## config.mk

```make
export PLATFORM = sky130hd
export DESIGN_NAME = fifo_ctrl_fsm
export DESIGN_NICKNAME = d
export VERILOG_FILES = /design/src/rtl/fifo_ctrl_fsm.sv
export SDC_FILE = /design/constraint.sdc
export NUM_CORES = 1
export LEC_CHECK = 0
export ABC_CLOCK_PERIOD_IN_PS = 1600
export CAP_MARGIN = 20
export CORE_MARGIN = 1.5
export CORE_UTILIZATION = 38
export CTS_CLUSTER_SIZE = 24
export DETAILED_ROUTE_END_ITERATION = 12
export HOLD_SLACK_MARGIN = 0.1
export PLACE_DENSITY = 0.77
export SLEW_MARGIN = 15
export SYNTH_ARGS = -nofsm -noshare
export SYNTH_HDL_FRONTEND = slang
export SYNTH_SLANG_ARGS = --single-unit
```

## constraint.sdc

```tcl
create_clock -name clk -period 1.6 [get_ports clk]
set_clock_uncertainty 0.05 [all_clocks]
set_input_delay 0.24 -clock clk [delete_from_list [all_inputs] [get_ports clk]]
set_output_delay 0.24 -clock clk [all_outputs]
set_load 0.02 [all_outputs]
```

## src/rtl/fifo_ctrl_fsm.sv

```systemverilog
// Main control FSM for the FIFO subsystem: power-up sequencing, threshold capture, idle/error reporting.
// Optional macro FSM_ERROR_RECOVERY_EN lets init leave ERROR; undefined, ERROR is left only by reset.
module fifo_ctrl_fsm #(
   parameter int NUM_FIFOS = 4,
   parameter int UMBRAL_W  = 3,
   parameter int DEF_SUP   = 6,
   parameter int DEF_INF   = 1
) (
   input  logic                 clk,
   input  logic                 reset_L,
   input  logic                 init,
   input  logic [UMBRAL_W-1:0]  umbral_superior_in,
   input  logic [UMBRAL_W-1:0]  umbral_inferior_in,
   input  logic [NUM_FIFOS-1:0] fifo_empty,
   input  logic [NUM_FIFOS-1:0] fifo_error,
   output logic [3:0]           state,
   output logic [UMBRAL_W-1:0]  um_sup,
   output logic [UMBRAL_W-1:0]  um_inf,
   output logic                 idle_out,
   output logic [NUM_FIFOS-1:0] error_out
);

   localparam logic [3:0] ST_RESET  = 4'd0;
   localparam logic [3:0] ST_INIT   = 4'd1;
   localparam logic [3:0] ST_IDLE   = 4'd2;
   localparam logic [3:0] ST_ACTIVE = 4'd3;
   localparam logic [3:0] ST_ERROR  = 4'd4;

   logic [3:0]           state_q, state_d;
   logic [UMBRAL_W-1:0]  sup_q, sup_d;
   logic [UMBRAL_W-1:0]  inf_q, inf_d;
   logic [NUM_FIFOS-1:0] err_q, err_d;
   logic                 any_err;
   logic                 all_empty;
   logic                 pair_ok;

   assign any_err   = |fifo_error;
   assign all_empty = &fifo_empty;
   assign pair_ok   = umbral_inferior_in < umbral_superior_in;

   always_comb begin
      state_d = state_q;
      sup_d   = sup_q;
      inf_d   = inf_q;
      err_d   = err_q;
      case (state_q)
         ST_RESET: state_d = ST_INIT;
         ST_INIT: begin
            // Thresholds are taken as a pair or not at all, even on the exit edge.
            if (pair_ok) begin
               sup_d = umbral_superior_in;
               inf_d = umbral_inferior_in;
            end
            if (any_err) begin
               state_d = ST_ERROR;
               err_d   = fifo_error;
            end else if (!init) begin
               state_d = ST_IDLE;
            end
         end
         ST_IDLE: begin
            if (any_err) begin
               state_d = ST_ERROR;
               err_d   = fifo_error;
            end else if (init) begin
               state_d = ST_INIT;
            end else if (!all_empty) begin
               state_d = ST_ACTIVE;
            end
         end
         ST_ACTIVE: begin
            if (any_err) begin
               state_d = ST_ERROR;
               err_d   = fifo_error;
            end else if (init) begin
               state_d = ST_INIT;
            end else if (all_empty) begin
               state_d = ST_IDLE;
            end
         end
         ST_ERROR: begin
            err_d = err_q | fifo_error;
`ifdef FSM_ERROR_RECOVERY_EN
            if (init && !any_err) begin
               state_d = ST_INIT;
               err_d   = '0;
            end
`endif
         end
         default: state_d = ST_RESET;
      endcase
   end

   always_ff @(posedge clk) begin
      if (!reset_L) begin
         state_q <= ST_RESET;
         sup_q   <= UMBRAL_W'(DEF_SUP);
         inf_q   <= UMBRAL_W'(DEF_INF);
         err_q   <= '0;
      end else begin
         state_q <= state_d;
         sup_q   <= sup_d;
         inf_q   <= inf_d;
         err_q   <= err_d;
      end
   end

   assign state     = state_q;
   assign um_sup    = sup_q;
   assign um_inf    = inf_q;
   assign error_out = err_q;
   assign idle_out  = (state_q == ST_IDLE);

endmodule

```

==> results of run 1 <==
-- metal layers --
metal / part of all wire [%] / wire length, um / up-vias / global-route usage (%)
met5: 0 / 0 / - / 0
met1: 44 / 679 / 281 / 23.3
li1: - / - / 321 / -
met4: 1.3 / 21 / 0 / 9.09
met3: 5.3 / 82 / 5 / 3.75
met2: 50 / 773 / 23 / 28.5
-- power by group --
part           internal [mW]  switching (mW)
Sequential             0.393          0.0433
Clock                 0.0968           0.119
Combinational          0.293           0.293
Total                  0.783           0.456
-- worst register-to-register path, cell delays in order (launching register included) --
cell	delay (ns)
dfxtp_1	0.42
mux2_2	0.35
a21oi_1	0.22
o31ai_2	0.09
mux2i_1	0.12
-- placed cells by master (no fill, tap or decap), drive strengths merged --
master and n:
nand2b 3, dfxtp 13, nor3 1, dlymetal6s2s 5
clkdlybuf4s50 21, or4 1, a41oi 1, nor2b 7
conb 1, mux2 1, nor4 1, clkbuf 4
a22oi 4, buf 9, o2111ai 1, dlygate4sd2 4
o31ai 1, mux2i 5, inv 4, o211ai 3
nor2 3, a21oi 2, a221o 1, ha 2
and2 1, nand2 8, nand4 1
-- worst paths after layout --
kind,start,to,cells after the start
worst max-delay path,error_out[1]$_SDFFE_PN0P_,error_out[1],1
worst min-delay path,fifo_error[1],error_out[1]$_SDFFE_PN0P_,3
worst min register to register,um_inf[0]$_SDFFE_PN1P_,um_inf[0]$_SDFFE_PN1P_,2
worst max register to register,state[1]$_SDFFE_PN0P_,state[0]$_SDFFE_PN0P_,4
-- registers in the layout, summed over array words and instances (netlist names) --
name	flops
error_out	4
um_inf	3
state	3
um_sup	3
-- stage by stage --
step / instances / setup TNS [ns]
after floorplan: 68 / 0
after detailed placement: 120 / -3.75
after CTS: 124 / 0
final: 124 / 0
after global placement: 120 / -3.43
after global routing: 124 / 0
-- Yosys cell counts, types with 2 or more instances --
library cell	count	area share, %
a22oi_1	4	4.8
dfxtp_1	13	41
clkbuf_1	2	1.2
nand2b_1	3	3.0
o211ai_1	2	2.4
mux2i_1	5	8.0
nor2_1	3	1.8
nand2_1	8	4.8
ha_1	2	4.0
nor2b_1	7	7.0
a21oi_1	2	1.6
inv_1	4	2.4
-- area by class of cell --
class	count	area share, %
Sequential cell	13	23.9
Inverter	4	1.38
Clock buffer	4	2.42
Tap cell	16	1.84
Multi-Input combinational cell	48	35.9
Timing Repair Buffer	39	34.5
-- kinds of logic (layout without fill, tap and decap cells) --
group,Yosys count,after routing,share of synthesized area (%)
muxes,6,6,9.76
buffers and inverters,7,47,4.78
DFF,13,13,41.4
and+or+nand+nor,26,26,22.1
AOI/OAI and AO/OA,13,13,17.3
other,1,1,0.597
adders and majority gates,2,2,3.98
-- repair_timing --
item	4_1_cts	5_1_grt
gates resized for setup	7	12
pin swaps	0	8
setup buffers	0	0
cloned	0	0
endpoints found under the setup margin	9	10
hold buffers	0	0
==> results.yml, run 1 <==
status:
  run_status: "finished clean"
synth:
  mapped_cell_area_sq_um: 628
  synth_seq_area_share_pct: 41.4
  synthCells: 68
  ys.flop_type: "dfxtp_1"
  yosysUniqueCellTypes: 25
  synth_edf_count: 0
  syn-num-nets: 87
  synth-warning-count: 0
  synth-seq-cells: 13
  synthesis.area_per_instance_sq_um: 9.24
  postSynth.asyncResetShare_pct: 0
cts:
  cts-htree-levels: 1
  tritoncts: "yes"
  cts.path.max_buffers: 2
  clock-root-buffer: "clkbuf_4"
  numCtsBuffers: 3
  clock_sinks: 13
  clkTransAtPathRegs_ns: 0.09
  clk_latency_ns: 0.28
floorplan:
  die_width_um: 43.7
  initial_core_util_pct: 41.2
  floorplan.io_pins: 32
  placement_row_count: 14
  coreArea_sq_mm: 0.00152
  die_footprint_sq_mm: 0.00191
  die_h_um: 43.7
critical_path:
  cp.arrival_ns: 1.24
  path_class: "reg2out"
  cp-end-kind: "primary output"
  crit_chain: "clkdlybuf4s50_1"
  path_delay_family: "buffers and inverters"
  timing.critical_path.slowest_cell_delay_ns: 0.61
  r2r_slack_ns: 0.25
  critPathSlowestCell: "clkdlybuf4s50_1"
  crit_path_buf_inv_count: 1
  worst-endpoint-required_ns: 1.31
  worst-path-max-fanout: 2
  critical_path.startpoint_type: "register"
route:
  antenna_left: 0
  wire_per_inst_um: 12.6
  num_vias: 630
  drt_pass1_iterations: 4
  routed_wl_um: 1560
  vias_per_cell: 5.08
  detailedRoute.firstIterationViolations: 11
  drt_drc_violations_left: 0
power_and_ir_drop:
  peak_ir_drop_on_the_vdd_network_mv: 0.781
  power_per_cell_area_mw_per_mm2: 1140
  leakage_nw: 0.495
  power.total_mw: 1.24
placement:
  placement.io_buffers: 30
  gp_routability_congestion: 0.807
  place.detailed.hpwl_um: 1120
  placedInstanceArea_sq_mm: 0.00100
  dp_worst_setup_slack_ns: -0.370
timing:
  final.min_clock_period_ns: 1.53
  setup_viol: 0
  report.final.slew_viol_count: 0
  setup_slack_after_layout_ns: 0.0707
  maxClockFrequency_ghz: 0.654
  timing.final.crit_share_pct: 95.6
  hold_slack_ns: 0.218
  unrepaired_setup_endpoints_after_global_routing: "false"
  final_hold_viol_count: 0
final_layout:
  multi_input_area_sq_um: 390
  final_nets: 128
  syn_to_final_growth_pct: 73.1
  antenna_cells: 0
  final_core_utilization_pct: 71.3
  number_of_inserted_filler_cells_in_the_final_layout: 116
  finish.instance_area_sq_mm: 0.00109
  post_route_cells_drive_above_1_share_pct: 23.1
  final-seq-area_sq_um: 260
global_routing:
  number_of_global_route_vias_before_repair: 610
  grt-ovfl-total: 0
  first_pass_grt_wire_length_um: 2570
  grt_antenna_before_repair: 0
  track_usage_pct: 18.1
  maximum_number_of_pins_on_one_net_before_global_route_repair: 14
min_path:
  min-delay-path-class: "in2reg"
job:
  drv.max_cap_violation_count: 0
(Power assumes the default switching activity.)
==> inputs of run 2 (changes only) <==
==> constraint.sdc (replaced) <==
create_clock -name clk -period 1.6 [get_ports clk]
set_clock_uncertainty 0.05 [all_clocks]
set_input_delay 0.32 -clock clk [delete_from_list [all_inputs] [get_ports clk]]
set_output_delay 0.32 -clock clk [all_outputs]
set_load 0.02 [all_outputs]
==> run 2 against run 1 <==
- sequential power about the same
- cell count up 0.81%
- largest cell class is now buffers
- die area unchanged
- non-clock buffer count up 1
==> results.yml, run 2 (synthesis results as in run 1) <==
status:
  run_status: "finished clean"
route:
  detailedRoute.firstIterationViolations: 10
  wire_per_inst_um: 12.5
  drt_drc_violations_left: 0
  vias_per_cell: 5.16
  num_vias: 645
  drt_pass1_iterations: 3
  antenna_left: 0
  routed_wl_um: 1560
placement:
  place.detailed.hpwl_um: 1160
  placedInstanceArea_sq_mm: 0.00100
  placement.io_buffers: 30
  gp_routability_congestion: 0.765
  dp_cells: 120
global_routing:
  maximum_number_of_pins_on_one_net_before_global_route_repair: 14
  first_pass_grt_wire_length_um: 2540
  grt_antenna_before_repair: 0
  number_of_global_route_vias_before_repair: 633
  track_usage_pct: 17.7
  grt-ovfl-total: 0
timing:
  timing.final.crit_share_pct: 94.9
  setup_viol: 0
  report.final.slew_viol_count: 0
  maxClockFrequency_ghz: 0.659
  final_hold_viol_count: 0
  final.min_clock_period_ns: 1.52
  unrepaired_setup_endpoints_after_global_routing: "false"
critical_path:
  worst-path-max-fanout: 7
  worstSetupStartpoint: "umbral_inferior_in[0]"
  crit_chain: "clkdlybuf4s50_1 -> nand2b_1 -> a21oi_2 -> o2111ai_4 -> buf_4 -> nand2_1 -> o211ai_1"
  worst-endpoint-required_ns: 1.71
  path_class: "in2reg"
  critical_path.startpoint_type: "input pin"
  timing.critical_path.slowest_cell_delay_ns: 0.42
  cp-end-kind: "register"
  ff2ff_path_depth: 6
  cp.arrival_ns: 1.62
  r2r_slack_ns: 0.20
  rr_endpoint: "um_sup[1]$_SDFFE_PN1P_"
  capturing_element_of_the_worst_setup_path: "um_sup[1]$_SDFFE_PN1P_"
  crit-reg2reg-launch: "state[1]$_SDFFE_PN0P_"
  crit_path_buf_inv_count: 2
  path_depth: 7
  path_delay_family: "buffers and inverters"
  critPathSlowestCell: "clkdlybuf4s50_1"
final_layout:
  most_frequent_standard_cell_in_the_layout_excluding_fill_and_tap_cells: "dfxtp_1"
  final-instance-count-excl-fill: 125
  final_nets: 129
  final_cell_mix: "dfxtp_1 (13), dlymetal6s2s_1 (11), dlygate4sd2_1 (10), buf_4 (10), clkdlybuf4s50_1 (8)"
  post_route_cells_drive_above_1_share_pct: 23.9
  finish.instance_area_sq_mm: 0.00109
  antenna_cells: 0
  largest_register_ffs: 4
  syn_to_final_growth_pct: 73.5
cts:
  clock_sinks: 13
  numCtsBuffers: 3
  tritoncts: "yes"
  cts.path.max_buffers: 2
  clk_latency_ns: 0.27
  clock-root-buffer: "clkbuf_4"
  clkTransAtPathRegs_ns: 0.08
  cts_hold_buffers_added: 0
  cts-htree-levels: 1
floorplan:
  die_h_um: 43.7
  floorplan.io_pins: 32
  coreArea_sq_mm: 0.00152
  die_width_um: 43.7
  initial_core_util_pct: 41.2
  placement_row_count: 14
  die_footprint_sq_mm: 0.00191
job:
  drv.max_cap_violation_count: 0
power_and_ir_drop:
  leakage_nw: 0.583
  peak_ir_drop_on_the_vdd_network_mv: 0.854
  power_per_cell_area_mw_per_mm2: 1120
min_path:
  min-delay-path-class: "in2reg"
## run 2: metrics by stage
step | utilization, % | hold WS, ns | total power [mW] | setup TNS (ns) | setup WS (ns)
6_report | 71.5 | 0.318 | 1.22 | 0 | 0.0814
5_1_grt | 71.5 | 0.337 | 1.31 | 0 | 0.00207
4_1_cts | 69.1 | 0.434 | 1.23 | -0.0000970 | -0.0000970
3_5_place_dp | 65.7 | 0.414 | 1.00 | -4.90 | -0.460
3_3_place_gp | 65.7 | 0.417 | 0.995 | -4.47 | -0.426
2_1_floorplan | - | 0.395 | 0.749 | 0 | 0.116
## run 2: repair_timing
item                                    in CTS  in global routing
pin swaps                                    5                  5
resized for setup                           19                 14
endpoints found under the setup margin      18                 18
buffers inserted                             0                  1
## run 2: metal layers
metal | wire (um) | global-route usage, % | share of wire [%]
met1 | 657 | 19.7 | 42
met2 | 803 | 31.2 | 51
met5 | 0 | 0 | 0
met3 | 87 | 6.25 | 5.6
met4 | 13 | 5.45 | 0.83
## run 2: cell type report
type | count | area (sq um)
fillers | 131 | 434
repair buffers | 40 | 385
multi-input cells | 48 | 383
flip-flops and latches | 13 | 260
clock buffers | 4 | 26.3
well taps | 16 | 20.0
inverters | 4 | 15.0
## run 2: worst min path at each step
stage	cells past startpoint	to	startpoint
floorplan	2	um_inf[0]$_SDFFE_PN1P_	umbral_inferior_in[0]
CTS	2	um_inf[0]$_SDFFE_PN1P_	um_inf[0]$_SDFFE_PN1P_
finish	3	error_out[0]$_SDFFE_PN0P_	fifo_error[0]
global placement	2	um_sup[2]$_SDFFE_PN1P_	um_sup[2]$_SDFFE_PN1P_
detailed placement	2	um_inf[0]$_SDFFE_PN1P_	um_inf[0]$_SDFFE_PN1P_
global route	3	error_out[0]$_SDFFE_PN0P_	fifo_error[0]
## run 2: worst min-delay path, delay by kind of cell
family	cells	cell delay [ns]
AO/OA/AOI/OAI	1	0.08
buffers and inverters	1	0.11
AND/OR/NAND/NOR	1	0.10
## run 2: power by group
part | switching, mW | internal, mW | leakage (nW)
logic | 0.304 | 0.284 | 0.462
clock network | 0.103 | 0.0966 | 0.0150
registers | 0.0413 | 0.393 | 0.107
